===== config.mk =====
export PLATFORM = sky130hd
export DESIGN_NAME = fb_write_arbiter
export DESIGN_NICKNAME = d
export VERILOG_FILES = /design/src/rtl/fb_pkg.sv /design/src/rtl/fb_rr_arbiter2.sv /design/src/rtl/fb_write_arbiter.sv
export SDC_FILE = /design/constraint.sdc
export NUM_CORES = 1
export LEC_CHECK = 0
export BUFFER_PORTS_ARGS = -buffer_cell sky130_fd_sc_hd__buf_4
export CAP_MARGIN = 20
export CORE_MARGIN = 3
export CORE_UTILIZATION = 45
export CTS_BUF_LIST = sky130_fd_sc_hd__clkbuf_4 sky130_fd_sc_hd__clkbuf_8 sky130_fd_sc_hd__clkbuf_16
export CTS_CLUSTER_SIZE = 16
export DETAILED_ROUTE_END_ITERATION = 10
export PLACE_DENSITY = 0.77
export SYNTH_ARGS = -nofsm -noshare
export SYNTH_HDL_FRONTEND = slang
export SYNTH_SLANG_ARGS = --single-unit

===== constraint.sdc =====
create_clock -name clk -period 3.2 [get_ports clk]
set_clock_uncertainty 0.05 [all_clocks]
set_input_delay 0.64 -clock clk [delete_from_list [all_inputs] [get_ports clk]]
set_output_delay 0.64 -clock clk [all_outputs]
set_load 0.03 [all_outputs]

===== src/rtl/fb_pkg.sv =====
// Framebuffer write-side shared definitions: geometry, arbiter states, pixel type.
package fb_pkg;

  localparam int FB_COLUMNS    = 320;
  localparam int FB_LINES      = 240;
  localparam int FB_DEPTH      = FB_COLUMNS * FB_LINES;
  localparam int FB_ADDR_WIDTH = 17;
  localparam int FB_DATA_WIDTH = 12;

  typedef enum logic {
    ARB   = 1'b0,
    CLEAR = 1'b1
  } fb_arb_state_t;

  typedef struct packed {
    logic [3:0] r;
    logic [3:0] g;
    logic [3:0] b;
  } fb_pixel_t;

endpackage


===== src/rtl/fb_rr_arbiter2.sv =====
// Two-requester grant logic for the framebuffer write port.
// FB_WRITE_ARB_ROUND_ROBIN_EN selects round robin (pointer holds the last
// granted requester); without it req0 always wins and no pointer exists.
// Grants are only raised for a valid requester, so a grant is a transfer.
module fb_rr_arbiter2 (
  input  logic clk,
  input  logic i_rst_n,
  input  logic i_en,
  input  logic i_valid0,
  input  logic i_valid1,
  output logic o_grant0,
  output logic o_grant1
);

`ifdef FB_WRITE_ARB_ROUND_ROBIN_EN
  logic ptr_q;
  logic ptr_d;

  // On contention grant the requester that was not granted last.
  always_comb begin
    o_grant0 = 1'b0;
    o_grant1 = 1'b0;
    if (i_en) begin
      if (i_valid0 && i_valid1) begin
        o_grant0 = ptr_q;
        o_grant1 = ~ptr_q;
      end else begin
        o_grant0 = i_valid0;
        o_grant1 = i_valid1;
      end
    end
  end

  // Pointer follows the requester that actually transferred.
  always_comb begin
    ptr_d = ptr_q;
    if (o_grant0) begin
      ptr_d = 1'b0;
    end else if (o_grant1) begin
      ptr_d = 1'b1;
    end
  end

  // Pointer register; resets to 1 so req0 wins the first contention.
  always_ff @(posedge clk) begin
    if (!i_rst_n) begin
      ptr_q <= 1'b1;
    end else begin
      ptr_q <= ptr_d;
    end
  end
`else
  logic unused_rr;
  assign unused_rr = clk ^ i_rst_n;

  // Fixed priority: req0 first, req1 only when req0 is idle.
  always_comb begin
    o_grant0 = 1'b0;
    o_grant1 = 1'b0;
    if (i_en) begin
      o_grant0 = i_valid0;
      o_grant1 = ~i_valid0 & i_valid1;
    end
  end
`endif

endmodule


===== src/rtl/fb_write_arbiter.sv =====
// Framebuffer BlockRAM port-A owner: arbitrates two pixel writers and runs a
// full-screen clear sweep. Optional macro FB_WRITE_ARB_ROUND_ROBIN_EN turns
// the fixed-priority grant into two-way round robin.
//
//   state | meaning
//   ARB   | serve requester writes, accept clear command
//   CLEAR | sweep 0..DEPTH-1 with the latched colour, requesters stalled
module fb_write_arbiter
  import fb_pkg::*;
#(
  parameter int DEPTH      = FB_DEPTH,
  parameter int ADDR_WIDTH = FB_ADDR_WIDTH,
  parameter int DATA_WIDTH = FB_DATA_WIDTH
) (
  input  logic                  clk,
  input  logic                  i_rst_n,
  input  logic                  i_clear,
  input  logic [DATA_WIDTH-1:0] i_clear_color,
  output logic                  o_clear_busy,
  output logic                  o_clear_done,
  input  logic                  i_req0_valid,
  input  logic [ADDR_WIDTH-1:0] i_req0_addr,
  input  logic [DATA_WIDTH-1:0] i_req0_data,
  output logic                  o_req0_ready,
  input  logic                  i_req1_valid,
  input  logic [ADDR_WIDTH-1:0] i_req1_addr,
  input  logic [DATA_WIDTH-1:0] i_req1_data,
  output logic                  o_req1_ready,
  output logic [ADDR_WIDTH-1:0] o_addr,
  output logic [DATA_WIDTH-1:0] o_data,
  output logic                  o_write,
  output logic                  o_addr_err
);

  localparam logic [ADDR_WIDTH:0]   DEPTH_EXT = (ADDR_WIDTH+1)'(DEPTH);
  localparam logic [ADDR_WIDTH-1:0] LAST_CNT  = ADDR_WIDTH'(DEPTH - 1);
  localparam logic [ADDR_WIDTH-1:0] CNT_ONE   = ADDR_WIDTH'(1);

  fb_arb_state_t         state_q, state_d;
  logic [ADDR_WIDTH-1:0] cnt_q, cnt_d;
  logic [DATA_WIDTH-1:0] color_q, color_d;
  logic [ADDR_WIDTH-1:0] addr_q, addr_d;
  logic [DATA_WIDTH-1:0] data_q, data_d;
  logic                  write_q, write_d;
  logic                  done_q, done_d;
  logic                  err_q, err_d;

  logic                  grant0, grant1;
  logic                  acc_valid;
  logic [ADDR_WIDTH-1:0] acc_addr;
  logic [DATA_WIDTH-1:0] acc_data;
  logic                  acc_in_range;

  fb_rr_arbiter2 u_arb (
    .clk      (clk),
    .i_rst_n  (i_rst_n),
    .i_en     (state_q == ARB),
    .i_valid0 (i_req0_valid),
    .i_valid1 (i_req1_valid),
    .o_grant0 (grant0),
    .o_grant1 (grant1)
  );

  assign o_req0_ready = grant0;
  assign o_req1_ready = grant1;

  assign acc_valid    = grant0 | grant1;
  assign acc_addr     = grant0 ? i_req0_addr : i_req1_addr;
  assign acc_data     = grant0 ? i_req0_data : i_req1_data;
  assign acc_in_range = ({1'b0, acc_addr} < DEPTH_EXT);

  // Next-state and next-write decode for both the arbiter and clear sweep.
  always_comb begin
    state_d = state_q;
    cnt_d   = cnt_q;
    color_d = color_q;
    addr_d  = addr_q;
    data_d  = data_q;
    write_d = 1'b0;
    done_d  = 1'b0;
    err_d   = 1'b0;
    case (state_q)
      ARB: begin
        if (acc_valid) begin
          if (acc_in_range) begin
            write_d = 1'b1;
            addr_d  = acc_addr;
            data_d  = acc_data;
          end else begin
            err_d = 1'b1;
          end
        end
        if (i_clear) begin
          state_d = CLEAR;
          color_d = i_clear_color;
        end
      end
      CLEAR: begin
        write_d = 1'b1;
        addr_d  = cnt_q;
        data_d  = color_q;
        if (cnt_q == LAST_CNT) begin
          state_d = ARB;
          cnt_d   = '0;
          done_d  = 1'b1;
        end else begin
          cnt_d = cnt_q + CNT_ONE;
        end
      end
      default: begin
        state_d = ARB;
        cnt_d   = '0;
      end
    endcase
  end

  // State, sweep counter and registered BlockRAM write port.
  always_ff @(posedge clk) begin
    if (!i_rst_n) begin
      state_q <= ARB;
      cnt_q   <= '0;
      color_q <= '0;
      addr_q  <= '0;
      data_q  <= '0;
      write_q <= 1'b0;
      done_q  <= 1'b0;
      err_q   <= 1'b0;
    end else begin
      state_q <= state_d;
      cnt_q   <= cnt_d;
      color_q <= color_d;
      addr_q  <= addr_d;
      data_q  <= data_d;
      write_q <= write_d;
      done_q  <= done_d;
      err_q   <= err_d;
    end
  end

  assign o_clear_busy = (state_q == CLEAR);
  assign o_clear_done = done_q;
  assign o_addr       = addr_q;
  assign o_data       = data_q;
  assign o_write      = write_q;
  assign o_addr_err   = err_q;

endmodule


==> results of run 1 <==
==> registers in the layout (all words and copies together) (netlist names) <==
register,count
o_write,1
o_clear_busy,1
o_addr,17
o_clear_done,1
color_q,12
cnt_q,17
o_addr_err,1
o_data,12
==> metal layers <==
| metal | wire length [um] | track usage [%] |
|---|---|---|
| met3 | 684 | 5.899 |
| met5 | 0 | 0 |
| met1 | 4047 | 31.81 |
| met4 | 127 | 8.254 |
| met2 | 4397 | 34.62 |
==> critical path, cell delays in order <==
cell	delay (ns)
buf_4	0.09
nor2b_2	0.33
mux2i_1	0.32
o31a_1	0.19
or2_1	0.80
o311ai_1	0.24
==> per-stage QoR <==
| stage | hold WS, ns | worst slack [ns] | std cells | cell area (um^2) | util [%] |
|---|---|---|---|---|---|
| 4_1_cts | 0.4102 | 0.7305 | 520 | 4136 | 63.33 |
| 2_1_floorplan | 0.3856 | 0.6061 | 346 | 3103 | - |
| 5_1_grt | 0.4381 | 0.4380 | 520 | 4136 | 63.33 |
| 3_3_place_gp | 0.3920 | 0.4854 | 504 | 3914 | 59.92 |
| 6_report | 0.4082 | 0.7016 | 520 | 4136 | 63.33 |
| 3_5_place_dp | 0.4006 | 0.3973 | 504 | 3914 | 59.92 |
==> layout make-up <==
type | count | share of cell area [%]
multi-input cells | 247 | 41.05
flip-flops and latches | 62 | 30.01
repair buffers | 116 | 21.05
clock buffers | 12 | 3.690
well taps | 77 | 2.329
clock inverters | 4 | 1.694
inverters | 2 | 0.1815
==> power groups by stage <==
stage	logic, uW	clock network, uW	registers, uW
floorplan	164	0	896
global placement	359	0	847
detailed placement	365	0	848
CTS	367	783	831
global route	394	815	834
finish	369	772	832
==> worst paths after layout <==
check	depth (start not counted)	from	slack, ns	to
max	6	i_req0_valid	0.70	o_addr[5]
min	2	color_q[3]	0.41	color_q[3]
max reg2reg	7	cnt_q[0]	0.74	cnt_q[5]
min reg2reg	2	color_q[3]	0.41	color_q[3]
==> logic make-up after synthesis <==
family	after synthesis	share of synthesized area [%]
DFF	62	40.00
buffers and inverters	37	5.403
adders and majority gates	1	0.4032
and+or+nand+nor	121	18.67
muxes	29	9.395
xor gates and xnor gates	14	3.952
AOI/OAI and AO/OA	82	22.18
==> cells in the mapped netlist (all sizes together) <==
cell type and n:
and3b 1, o41ai 1, o2111ai 27, a21oi 3, nor3 2, o311ai 27
o21bai 2, nor4b 1, nand3b 1, and4 2, and2 1, nand2 36
o21ai 1, xor2 9, o31a 1, ha 1, a21boi 15, o311a 1
inv 2, nor2b 3, nor4bb 1, xnor2 5, nor4 1, and3 3
nor2 26, or2 1, a32o 2, dfxtp 62, nand2b 1, clkbuf 26
nand3 32, a31oi 2, nand4 7, buf 9, mux2 1, nor3b 2
mux2i 28
==> results.yml, run 1 <==
status:
  status: "finished, final reports clean"
sta:
  max_clock_freq_mhz: 400.3
  grt_setup_unrepaired: "no"
  finalMaxSlewViolations: 0
  setup_viol: 0
  slew_headroom_pct: 30.90
  finalSetupTns_ns: 0
  post-route-period-util_pct: 78.08
  min_period_ns: 2.498
  worst_slew_pin_slew_ns: 1.037
  hold_violations: 0
place:
  place.gp.congestion: 0.8900
  portBuffers: 109
  dpl.hpwl_um: 6265
setup_path:
  start_kind: "input port"
  arrival_ns: 2.62
  path_class: "input port to flop"
  endpoint_kind: "flop"
  worst-path-max-fanout: 28
  required_ns: 3.32
clock_network:
  root_buffer: "clkbuf_8"
  cts.sinks: 62
  hold_buffers: 0
  path_clk_slew_ns: 0.06
  htree_levels: 3
  cts.path.max_buffers: 2
  cts_setup_buffers: 0
  cts_resized: 0
  insertion_delay_ns: 0.34
  tritoncts: "done"
  cts_buffers: 9
layout:
  mostFrequentLayoutCells: "buf_4 (116), dfxtp_1 (62), nand2_1 (36), nand3_1 (32), mux2i_1 (28)"
  final_common_cell: "buf_4"
  post_route_cells_drive_above_1_share_pct: 30.93
  antenna_cells: 0
  register_area_um2: 1241
  fill_cells: 548
  layout.nets: 514
  multi_input_area_um2: 1698
  area_delta_synth_final_pct: 33.31
synth:
  synth_top_cell_by_area: "dfxtp_1"
  syn_inst: 346
  synth_area_um2: 3103
  synth_seq_cells: 62
  synth_top_area_share_pct: 40.00
  syn_area_per_cell_um2: 8.968
  synth_warnings: 0
  synth_seq_area_share_pct: 40.00
  synthesis.nets: 422
  synth_area_leaders: "dfxtp_1 (40%), mux2i_1 (9.0%), o2111ai_1 (7.6%), o311ai_1 (7.6%), nand3_1 (5.2%)"
  synth_cell_types: 41
floorplan:
  die_y_um: 89.04
  coreArea_um2: 6531
  dieWidth_um: 89.04
  initial_core_util_pct: 47.51
  io_pins: 110
  rows: 29
  dieArea_um2: 7928
power_and_ir_drop:
  irDropWorstVdd_uv: 233.9
  switchingPower_uw: 536.1
  clockPowerShare_pct: 39.2
  power_leakage_uw: 0.001708
  fin_total_pwr_uw: 1973
  seq_power_share_pct: 42.2
  combPwrFrac_pct: 18.7
  p_int_uw: 1437
  p_sw_share_pct: 27.17
  power_density_nw_per_um2: 476.9
routing:
  drt-total-wl_um: 9256
  postRouteAntennaNets: 0
  first_iter_violations: 220
  vias: 3129
  drt-vias-per-instance: 6.017
  first_pass_iters: 8
  wl_per_cell_um: 17.80
  drc: 0
global_routing:
  grt_usage_pct: 22.94
  antenna_found_initial: 0
  grt_start_max_net_pins: 53
  grt_pass1_wl_um: 14090
  gr-total-overflow: 0
  grt_pass1_vias: 2855
worst_hold_path:
  worst_hold_path_type: "flop to flop"
run:
  drv_cap: 0
Note: power is estimated with default switching activity, not from simulation.
==> run 2, diff against run 1 <==
==> constraint.sdc (replaced) <==
create_clock -name clk -period 2.61 [get_ports clk]
set_clock_uncertainty 0.05 [all_clocks]
set_input_delay 0.522 -clock clk [delete_from_list [all_inputs] [get_ports clk]]
set_output_delay 0.522 -clock clk [all_outputs]
set_load 0.03 [all_outputs]
==> run 2 against run 1 <==
Register-to-register slack lost 0.26 ns. Non-clock buffer count grew 8. Cell count grew 1.5%. Critical path type is now flop to flop. Largest cell class unchanged. First-iteration DRC count grew 51%. Largest power group unchanged. Sequential share of layout area shrank 0.53 points.
==> results.yml, run 2 (synthesis results as in run 1) <==
status:
  status: "finished, final reports clean"
power_and_ir_drop:
  power_density_nw_per_um2: 587.4
  fin_total_pwr_uw: 2474
  irDropWorstVdd_uv: 276.4
  power_leakage_uw: 0.001752
floorplan:
  coreArea_um2: 6531
  dieArea_um2: 7928
  io_pins: 110
  die_y_um: 89.04
  initial_core_util_pct: 47.51
  rows: 29
  dieWidth_um: 89.04
sta:
  worst_slew_pin_slew_ns: 0.8168
  setup_viol: 0
  hold_violations: 0
  post-route-period-util_pct: 81.45
  min_period_ns: 2.126
  finalMaxSlewViolations: 0
  finalSetupTns_ns: 0
  max_clock_freq_mhz: 470.4
  grt_setup_unrepaired: "no"
  fin_ws_ns: 0.4843
  slew_headroom_pct: 45.44
setup_path:
  start_kind: "flop"
  path_class: "flop to flop"
  arrival_ns: 2.31
  reg2reg_depth: 6
  endpoint_kind: "flop"
  r2r-end: "o_addr[5]"
  crit_start: "o_clear_busy"
  required_ns: 2.79
  rrSetupSlack_ns: 0.48
  worst-path-max-fanout: 17
  r2r-start: "o_clear_busy"
worst_hold_path:
  min_to: "color_q[2]"
  worst_hold_path_type: "input port to flop"
  min_from: "i_clear_color[2]"
  whs_path_depth: 3
global_routing:
  grt_start_max_net_pins: 74
  gr-total-overflow: 0
  grt_usage_pct: 23.65
  grt_pass1_vias: 2939
  antenna_found_initial: 0
  grt_pass1_wl_um: 14480
routing:
  wl_per_cell_um: 17.59
  first_pass_iters: 4
  first_iter_violations: 333
  vias: 3126
  postRouteAntennaNets: 0
  drt-total-wl_um: 9290
  drc: 0
  drt-vias-per-instance: 5.920
clock_network:
  htree_levels: 3
  cts_resized: 0
  cts.sinks: 62
  path_clk_slew_ns: 0.07
  cts_setup_buffers: 0
  root_buffer: "clkbuf_8"
  tritoncts: "done"
  hold_buffers: 0
  cts.path.max_buffers: 2
  cts_buffers: 9
  insertion_delay_ns: 0.33
layout:
  fill_cells: 530
  layout.nets: 522
  register_area_um2: 1241
  area_delta_synth_final_pct: 35.73
  final_common_cell: "buf_4"
  post-route-cell-area_um2: 4212
  mostFrequentLayoutCells: "buf_4 (124), dfxtp_1 (62), nand2_1 (36), nand3_1 (32), mux2i_1 (28)"
  stdcell_count: 528
  antenna_cells: 0
  multi_input_area_um2: 1698
  post_route_cells_drive_above_1_share_pct: 32.15
place:
  portBuffers: 109
  place_area_um2: 3974
  dpl.hpwl_um: 6627
  dp_slack_ns: 0.1853
  place.gp.congestion: 0.8899
  dp_cells: 512
run:
  drv_cap: 0
[run 2: power breakdown]
part | switching (uW) | total, uW | leakage, uW | internal [uW]
sequential | 28.5 | 1020 | 0.000505 | 992
combinational | 266 | 466 | 0.00112 | 200
clock | 362 | 987 | 0.000123 | 626
total | 656 | 2470 | 0.00175 | 1820
[run 2: through the flow]
stage / hold slack (ns) / util (%)
2_1_floorplan: 0.3856 / -
3_3_place_gp: 0.3934 / 60.84
3_5_place_dp: 0.3967 / 60.84
4_1_cts: 0.3705 / 64.48
5_1_grt: 0.3669 / 64.48
6_report: 0.3783 / 64.48
[run 2: area by class of cell]
type / count / share of cell area (%)
clock buffer: 13 / 4.100
tap: 77 / 2.288
timing repair buffer: 124 / 22.10
inverter: 2 / 0.1783
multi-input combinational: 247 / 40.31
clock inverter: 3 / 1.545
sequential: 62 / 29.47
[run 2: critical path, stage by stage, from the launching register on]
cell	delay, ns
dfxtp_1	0.32
nor2b_2	0.32
mux2_2	0.43
o31a_1	0.14
or2_1	0.24
buf_4	0.21
o311ai_1	0.31
[run 2: metal layers]
metal	wire length [um]	part of all wire [%]	track usage, %
met5	0	0	0
met4	55	0.59	7.307
met3	653	7.0	3.871
met2	4496	48	36.03
met1	4085	44	34.30
[run 2: worst max path at each step]
stage / to / slack [ns] / depth (start not counted)
finish: o_addr[5] / 0.48 / 6
floorplan: o_req1_ready / 0.25 / 3
global placement: o_addr[8] / 0.32 / 7
CTS: o_addr[5] / 0.50 / 6
global route: o_addr[0] / 0.37 / 6
detailed placement: o_addr[5] / 0.19 / 7
